**src/rtl/hash_msg_feeder_if.sv**
```systemverilog
// Host byte stream and hash-core message port of the message feeder.
// slave = feeder view, master = host/core side view.
`timescale 1ns/1ps
interface hash_msg_feeder_if;
    logic        in_valid;
    logic [7:0]  in_data;
    logic        in_last;
    logic        in_ready;
    logic        M_valid;
    logic [7:0]  message;
    logic [63:0] counter;
    logic        hash_ready;
    logic        busy;
    logic        msg_done;
    logic        overflow_err;

    modport slave (
        input  in_valid, in_data, in_last, hash_ready,
        output in_ready, M_valid, message, counter, busy, msg_done, overflow_err
    );

    modport master (
        output in_valid, in_data, in_last, hash_ready,
        input  in_ready, M_valid, message, counter, busy, msg_done, overflow_err
    );
endinterface

```
**src/rtl/hash_msg_feeder.sv**
```systemverilog
// Buffers one host message, then feeds it to the hash core one byte every
// BYTE_GAP cycles and waits for the digest before taking the next message.
`timescale 1ns/1ps
module hash_msg_feeder #(
    parameter int DEPTH    = 64,
    parameter int BYTE_GAP = 6
) (
    input  logic             clk,
    input  logic             rst_n,
    hash_msg_feeder_if.slave bus
);
    localparam int AW = $clog2(DEPTH);
    localparam int LW = AW + 1;
    localparam int GW = $clog2(BYTE_GAP + 1);

    typedef enum logic [2:0] {
        S_COLLECT,
        S_DROP,
        S_ISSUE,
        S_GAP,
        S_WAIT
    } state_t;

    state_t         r_state;
    state_t         w_state_nxt;
    logic [7:0]     r_buf [DEPTH];
    logic [AW-1:0]  r_wr_ptr;
    // One bit wider than the buffer index so a full DEPTH message can be
    // compared against len without the pointer wrapping to zero.
    logic [LW-1:0]  r_rd_ptr;
    logic [LW-1:0]  r_len;
    logic [GW-1:0]  r_gap;
    logic [63:0]    r_counter;
    logic [7:0]     r_msg_last;
    logic           r_msg_done;
    logic           r_ovf;

    logic           w_in_ready;
    logic           w_accept;
    logic           w_room;
    logic           w_issue_done;
    logic           w_store;
    logic [LW-1:0]  w_len_inc;
    logic [GW-1:0]  w_gap_nxt;
    logic [7:0]     w_rd_byte;
    logic           w_m_valid;
    logic           w_busy;

    assign w_in_ready   = (r_state == S_COLLECT) || (r_state == S_DROP);
    assign w_accept     = bus.in_valid && w_in_ready;
    assign w_room       = (r_len != LW'(DEPTH));
    assign w_issue_done = (r_rd_ptr == r_len);
    assign w_store      = w_accept && (r_state == S_COLLECT) && w_room;
    assign w_len_inc    = r_len + LW'(1);
    assign w_gap_nxt    = r_gap - GW'(1);
    assign w_rd_byte    = r_buf[r_rd_ptr[AW-1:0]];

    always_comb begin
        w_state_nxt = r_state;
        w_m_valid   = 1'b0;
        w_busy      = 1'b0;
        case (r_state)
            S_COLLECT: begin
                if (w_accept) begin
                    if (w_room && bus.in_last)
                        w_state_nxt = S_ISSUE;
                    else if (!w_room && !bus.in_last)
                        w_state_nxt = S_DROP;
                end
            end
            S_DROP: begin
                if (w_accept && bus.in_last)
                    w_state_nxt = S_COLLECT;
            end
            S_ISSUE: begin
                w_m_valid   = 1'b1;
                w_busy      = 1'b1;
                w_state_nxt = S_GAP;
            end
            S_GAP: begin
                w_busy = 1'b1;
                // GAP lasts BYTE_GAP-1 cycles so ISSUE-to-ISSUE is BYTE_GAP.
                if (w_gap_nxt == '0)
                    w_state_nxt = w_issue_done ? S_WAIT : S_ISSUE;
            end
            S_WAIT: begin
                w_busy = 1'b1;
                if (bus.hash_ready)
                    w_state_nxt = S_COLLECT;
            end
            default: w_state_nxt = S_COLLECT;
        endcase
    end

    always_ff @(posedge clk or negedge rst_n) begin
        if (!rst_n) r_state <= S_COLLECT;
        else        r_state <= w_state_nxt;
    end

    always_ff @(posedge clk or negedge rst_n) begin
        if (!rst_n) begin
            r_wr_ptr   <= '0;
            r_rd_ptr   <= '0;
            r_len      <= '0;
            r_gap      <= '0;
            r_counter  <= '0;
            r_msg_last <= '0;
            r_msg_done <= 1'b0;
            r_ovf      <= 1'b0;
        end else begin
            r_msg_done <= 1'b0;
            r_ovf      <= 1'b0;
            case (r_state)
                S_COLLECT: begin
                    if (w_accept) begin
                        if (w_room) begin
                            r_wr_ptr <= r_wr_ptr + AW'(1);
                            r_len    <= w_len_inc;
                            if (bus.in_last)
                                r_counter <= 64'(w_len_inc);
                        end else if (bus.in_last) begin
                            r_ovf    <= 1'b1;
                            r_len    <= '0;
                            r_wr_ptr <= '0;
                        end
                    end
                end
                S_DROP: begin
                    if (w_accept && bus.in_last) begin
                        r_ovf    <= 1'b1;
                        r_len    <= '0;
                        r_wr_ptr <= '0;
                    end
                end
                S_ISSUE: begin
                    r_msg_last <= w_rd_byte;
                    r_rd_ptr   <= r_rd_ptr + LW'(1);
                    r_gap      <= GW'(BYTE_GAP - 1);
                end
                S_GAP: begin
                    r_gap <= w_gap_nxt;
                end
                S_WAIT: begin
                    if (bus.hash_ready) begin
                        r_msg_done <= 1'b1;
                        r_rd_ptr   <= '0;
                        r_wr_ptr   <= '0;
                        r_len      <= '0;
                    end
                end
                default: ;
            endcase
        end
    end

    // Payload storage needs no reset: only written bytes are ever read.
    always_ff @(posedge clk) begin
        if (w_store)
            r_buf[r_wr_ptr] <= bus.in_data;
    end

    assign bus.in_ready     = w_in_ready;
    assign bus.M_valid      = w_m_valid;
    assign bus.busy         = w_busy;
    assign bus.message      = (r_state == S_ISSUE) ? w_rd_byte : r_msg_last;
    assign bus.counter      = r_counter;
    assign bus.msg_done     = r_msg_done;
    assign bus.overflow_err = r_ovf;
endmodule

```
**src/flat_wrapper.sv**
```systemverilog
// flat-port wrapper written by rule: the top's interface ports become plain ports
module hash_msg_feeder_flat 
#(
    parameter int DEPTH    = 64,
    parameter int BYTE_GAP = 6
)
  (clk, rst_n, bus_in_valid, bus_in_data, bus_in_last, bus_hash_ready, bus_in_ready, bus_M_valid, bus_message, bus_counter, bus_busy, bus_msg_done, bus_overflow_err);
  hash_msg_feeder_if bus_i ();
  input  logic clk;
  input  logic rst_n;
  input wire logic [$bits(bus_i.in_valid)-1:0] bus_in_valid;
  input wire logic [$bits(bus_i.in_data)-1:0] bus_in_data;
  input wire logic [$bits(bus_i.in_last)-1:0] bus_in_last;
  input wire logic [$bits(bus_i.hash_ready)-1:0] bus_hash_ready;
  output wire logic [$bits(bus_i.in_ready)-1:0] bus_in_ready;
  output wire logic [$bits(bus_i.M_valid)-1:0] bus_M_valid;
  output wire logic [$bits(bus_i.message)-1:0] bus_message;
  output wire logic [$bits(bus_i.counter)-1:0] bus_counter;
  output wire logic [$bits(bus_i.busy)-1:0] bus_busy;
  output wire logic [$bits(bus_i.msg_done)-1:0] bus_msg_done;
  output wire logic [$bits(bus_i.overflow_err)-1:0] bus_overflow_err;
  assign bus_i.in_valid = bus_in_valid;
  assign bus_i.in_data = bus_in_data;
  assign bus_i.in_last = bus_in_last;
  assign bus_i.hash_ready = bus_hash_ready;
  assign bus_in_ready = bus_i.in_ready;
  assign bus_M_valid = bus_i.M_valid;
  assign bus_message = bus_i.message;
  assign bus_counter = bus_i.counter;
  assign bus_busy = bus_i.busy;
  assign bus_msg_done = bus_i.msg_done;
  assign bus_overflow_err = bus_i.overflow_err;
  hash_msg_feeder #(.DEPTH(DEPTH), .BYTE_GAP(BYTE_GAP)) u_core (.clk(clk), .rst_n(rst_n), .bus(bus_i));
endmodule
```
**config.mk**
```make
export PLATFORM = sky130hd
export DESIGN_NAME = hash_msg_feeder_flat
export DESIGN_NICKNAME = d
export VERILOG_FILES = /design/src/rtl/hash_msg_feeder_if.sv /design/src/rtl/hash_msg_feeder.sv /design/src/flat_wrapper.sv
export SDC_FILE = /design/constraint.sdc
export NUM_CORES = 1
export LEC_CHECK = 0
export ABC_CLOCK_PERIOD_IN_PS = 2800
export CAP_MARGIN = 5
export CORE_MARGIN = 3
export CORE_UTILIZATION = 30
export CTS_CLUSTER_SIZE = 30
export DETAILED_ROUTE_END_ITERATION = 16
export GPL_ROUTABILITY_DRIVEN = 0
export PLACE_DENSITY = 0.54
export SLEW_MARGIN = 0
export SYNTH_ARGS = -nofsm -noshare
export SYNTH_HDL_FRONTEND = slang
export SYNTH_SLANG_ARGS = --single-unit
```
**constraint.sdc**
```tcl
create_clock -name clk -period 2.8 [get_ports clk]
set_input_delay 0.28 -clock clk [delete_from_list [all_inputs] [get_ports clk]]
set_output_delay 0.28 -clock clk [all_outputs]
set_load 0.05 [all_outputs]
```
After elaboration in Yosys (flattened, before gate mapping)
Memory sizes are Yosys's and may differ from the RTL's. Index checks and enable logic that the tools add are counted.

Multiplexer cells: 34. Reduce and logical (&&, ||, !) cells: 19. Equality and inequality tests: 12. Add/subtract/negate cells: 4.

Operator list (number): $mux 7 (5); $mux 6 (5); $mux 3 (7); $pmux 7 s3 (1); $pmux 6 s3 (1); $pmux 3 s5 (1); $add 7x1->7 const B (2); $pmux 7 s2 (1); $mux 1 (10); $reduce_and 5->1 (2); $mux 8 (1); $eq 7x7->1 (1); $ne 7x7->1 const B (1); $add 6x1->6 const B (1); $eq 3x2->1 const B (2); $logic_and 1x1->1 (6); $logic_not 3->1 (2); $pmux 3 s2 (1); $ne 2x1->1 const B (2); $ne 2x2->1 const B (2); $reduce_and 4->1 (1); $reduce_bool 2->1 (2); $eq 3x1->1 const B (1); $eq 3x3->1 const B (1); 9 further kinds (10).

Register bits after elaboration: 43. Word-level logic and storage cells: 79. Memories: 1. Input bits: 13. Bits in writable memories: 512.

Memories: u_core.r_buf (depth 64, bits a word 8, read ports 1, clocked after memory_dff 0, wr ports 1, RTL line hash_msg_feeder.sv:26) `logic [7:0] r_buf [DEPTH];`.

Logic depth before layout (Yosys ltp)
Depth in word-level cells: 7. Gate-level depth with buffers: 11. Mapped depth without buffers: 8.

Worst setup path before layout
No wires, ideal clock.

Path type: register -> output. Start: reg u_core.r_rd_ptr[0]. End: out bus_message[4]. Cell stages (with the launch flop): 11. Path slack: -0.154 ns. Data arrival time: 2.674 ns. Data required time: 2.520 ns. Path through: dfrtp_1 > buf_6 > buf_6 > buf_6 > buf_4 > mux2i_1 > o22ai_1 > a211oi_1 > a22oi_1 > nor3_1 > nor3_1.

Word-level cells in the longest chain between the ends: 2.

Ends and longest elaborated chain: start: declaration (RTL line hash_msg_feeder.sv:30) `logic [LW-1:0] r_rd_ptr;`; start signal: assignment (RTL line hash_msg_feeder.sv:137) `r_rd_ptr <= r_rd_ptr + LW'(1);`; $mem_v2 64x8; $mux 8; end: declaration (RTL line flat_wrapper.sv:17) `output wire logic [$bits(bus_i.message)-1:0] bus_message;`.

Every way passes these cells.

Worst setup path after layout
Start: reg u_core.r_rd_ptr[0]. End: out bus_message[0].

The elaborated chain is that of the path after synthesis.

==> results.tsv <==
metric	value	unit
final_nets	1481	
hp-class	input port to flip-flop	
route.top_layer_used	met5	
placementRows	99	
worst-r2r-cell-count	6	
vias	12000	
hpwl	35.2	mm
intPower	0.0173	W
maxCapViolations	0	
drc	0	
grt_max_degree	65	
pwr-share-clk	28.2	%
met1_length	24.5	mm
grt_use_total	14.3	%
wl_met3	4.13	mm
hold_depth	1	
startpoint_type	flip-flop	
cp_max_fo	10	
violations	negative setup slack	
synth_seq_cells	555	
area_growth	21.0	%
multi_input_area	5760	sq um
crit_slowest_cell	mux4_2	
synth_warnings	0	
via_per_inst	4.87	
hp-start	bus_in_data[0]	
fill_cells	6754	
r2r-start	u_core.r_len[3]	
hold_path_end	u_core.r_buf[18][0]	
cellPowerDensity	912	nW/um^2
reg2reg_to	u_core.r_buf[61][7]	
synthArstFlopShare	7.75	%
slowest_delay	0.50	ns
cts_buffers	55	
ant_nets	0	
synth_cell_types	59	
peakVddDrop	0.488	mV
reg2reg_slack	0.21	ns
dp.cells	2336	
p_sw	0.00766	W
critPathRequiredTime	2.52	ns
power_frac_seq	38.5	%
die_w	280	um
outcome	finished with violations	
drt_wl_total	55.9	mm
skew	0.0344	ns
drt_iter0_drc	1183	
clock_sinks	555	
die_h	280	um
netlist_area	22600	sq um
clk_pin_slew	0.06	ns
arrival	3.18	ns
io_pins	90	
wire_per_inst	22.6	um
rsz0062_at_grt	true	
cts_max_level	2	
yosysSeqAreaShare	72.9	%
drt_pass1_iterations	7	
regArea	16500	sq um
routed-wl-met2	25.6	mm
grt_pass1_vias	12200	
hold_viol	0	
p_leak	9.14	nW
slew_viol_final	0	
antenna_found_initial	6	
syn_avg_cell_area	18.1	sq um
combPwrFrac	33.2	%
grt_overflow	0	
cts_tree	done	
max_freq	289	MHz
synth_edf_count	512	
start_util	30.6	%
cts-root-buf	clkbuf_16	
clock_latency	0.62	ns
setup_viol	8	
critPathCaptureType	primary output	
cp_num_buf_inv	3	
crit_family	compound AO/OA/AOI/OAI gates	
dieArea	78600	sq um
port_buffers	32	
tightestPinTransition	1.00	ns
worst_slack	-0.661	ns
holdWs	0.121	ns
worst-setup-path-type	flip-flop to primary output	
core	73700	sq um
synth-main-ff-cell	edfxtp_1	
post-place-ws	-0.0996	ns
drive_above_1_share	29.3	%
final_cells	2469	
crit_chain	buf_4 -> buf_12 -> mux4_2 -> a22o_1 -> a221oi_2 -> nor3_2 -> o32a_1 -> buf_6	
syn_inst	1250	
relSlewSlack	33.0	%
grt_pass1_wl	82.6	mm
switching_share	30.8	%
fin_crit	3.46	ns
clockBufferDepth	3	
finalCritPeriodShare	124	%
==> area by class of cell <==
cell class,count,share of cell area (%)
Clock inverter,21,0.600
Tap cell,959,4.39
Multi-Input combinational cell,621,21.1
Antenna cell,5,0.0458
Clock buffer,81,5.62
Sequential cell,555,60.3
Inverter,9,0.124
Timing Repair Buffer,218,7.86
==> layout by cell type (no fill, tap or decap), drive strengths merged, types with 3 or more instances in the layout <==
cell type,Yosys,layout
edfxtp,512,512
buf,102,203
mux4,104,104
nor2,103,103
clkbuf,19,81
mux2i,63,63
conb,1,57
nand2,55,55
dfrtp,43,43
o21ai,29,29
nand3,26,26
a22oi,22,22
a21oi,19,19
clkinv,0,17
xor2,16,16
nor3,16,16
clkdlybuf4s50,0,13
inv,9,11
a22o,9,9
a221oi,9,9
ha,8,8
nand3b,7,7
o22ai,7,7
or3,6,6
nand4,6,6
a211oi,6,6
diode,0,5
nor2b,5,5
and2,5,5
a31oi,4,4
and3,4,4
nand2b,4,4
xnor2,4,4
o221ai,4,4
o32a,3,3
==> Yosys cell counts (all sizes together), types with 2 or more instances <==
library cell	count	area, sq um
edfxtp	512	15400
mux4	104	2350
nor2	103	387
buf	102	781
mux2i	63	631
nand2	55	206
dfrtp	43	1080
o21ai	29	145
nand3	26	130
a22oi	22	165
a21oi	19	95.1
clkbuf	19	75.1
nor3	16	80.1
xor2	16	140
a221oi	9	97.6
a22o	9	78.8
inv	9	33.8
ha	8	100
nand3b	7	52.6
o22ai	7	43.8
a211oi	6	45.0
nand4	6	37.5
or3	6	37.5
and2	5	32.5
nor2b	5	31.3
a31oi	4	25.0
and3	4	25.0
nand2b	4	25.0
o221ai	4	35.0
xnor2	4	35.0
o32a	3	30.0
a2111oi	2	23.8
a21o	2	15.0
nand4b	2	17.5
nor4	2	12.5
or2	2	12.5
==> power groups by stage <==
stage	Clock, W	Sequential (W)	Combinational, W
finish	0.00704	0.00960	0.00828
global route	0.00754	0.00963	0.00876
CTS	0.00724	0.00961	0.00804
detailed placement	0	0.00977	0.00736
global placement	0	0.00976	0.00733
floorplan	0	0.00971	0.00443
==> kinds of logic after synthesis <==
kind of cell             share of synthesized area, %
AO/OA/AOI/OAI                                    3.76
XOR/XNOR                                        0.776
adder cells (fa/ha/maj)                         0.443
buffers and inverters                            3.94
flip-flops                                       72.9
multiplexers                                     13.3
other                                          0.0166
AND/OR/NAND/NOR                                  4.94
==> registers in the layout, summed over array words and instances, names as in the netlist <==
register and flops:
u_core.bus.counter 7, u_core.bus.msg_done 1, u_core.bus.overflow_err 1, u_core.r_buf 512
u_core.r_gap 3, u_core.r_len 7, u_core.r_msg_last 8, u_core.r_rd_ptr 7
u_core.r_state 3, u_core.r_wr_ptr 6
==> routing by layer <==
| layer | global-route usage, % | up-vias |
|---|---|---|
| met5 | 0 | - |
| met4 | 4.26 | 4 |
| met3 | 3.48 | 100 |
| met2 | 21.9 | 446 |
| met1 | 20.1 | 6213 |
| li1 | - | 5261 |
==> repair_timing <==
item,in CTS,in global routing
endpoints found under the setup margin,9,8
pin swaps,13,27
cloned,3,0
gates resized for setup,54,26
hold buffers,1,0
hold endpoints to repair,28,0
setup buffers,11,16
==> stage by stage <==
stage	setup TNS, ns	utilization [%]	power (W)	area [sq um]
floorplan	0	-	0.0141	22800
global placement	-0.395	33.9	0.0171	25000
detailed placement	-0.435	33.9	0.0171	25000
CTS	-5.19	36.7	0.0249	27100
global route	-5.45	37.0	0.0259	27300
finish	-4.63	37.1	0.0249	27300
==> worst max-delay path by stage <==
| stage | depth (start not counted) | from | endpoint | slack [ns] |
|---|---|---|---|---|
| 3_5_place_dp | 11 | u_core.r_rd_ptr[0] | bus_message[4] | -0.1 |
| 4_1_cts | 6 | u_core.r_rd_ptr[0] | bus_message[6] | -0.70 |
| 5_1_grt | 8 | u_core.r_rd_ptr[0] | bus_message[0] | -0.71 |
| 3_3_place_gp | 11 | u_core.r_rd_ptr[0] | bus_message[4] | -0.09 |
| 2_1_floorplan | 11 | u_core.r_rd_ptr[0] | bus_message[2] | 0.11 |
| 6_report | 8 | u_core.r_rd_ptr[0] | bus_message[0] | -0.66 |
Note: power is estimated with default switching activity, not from simulation.
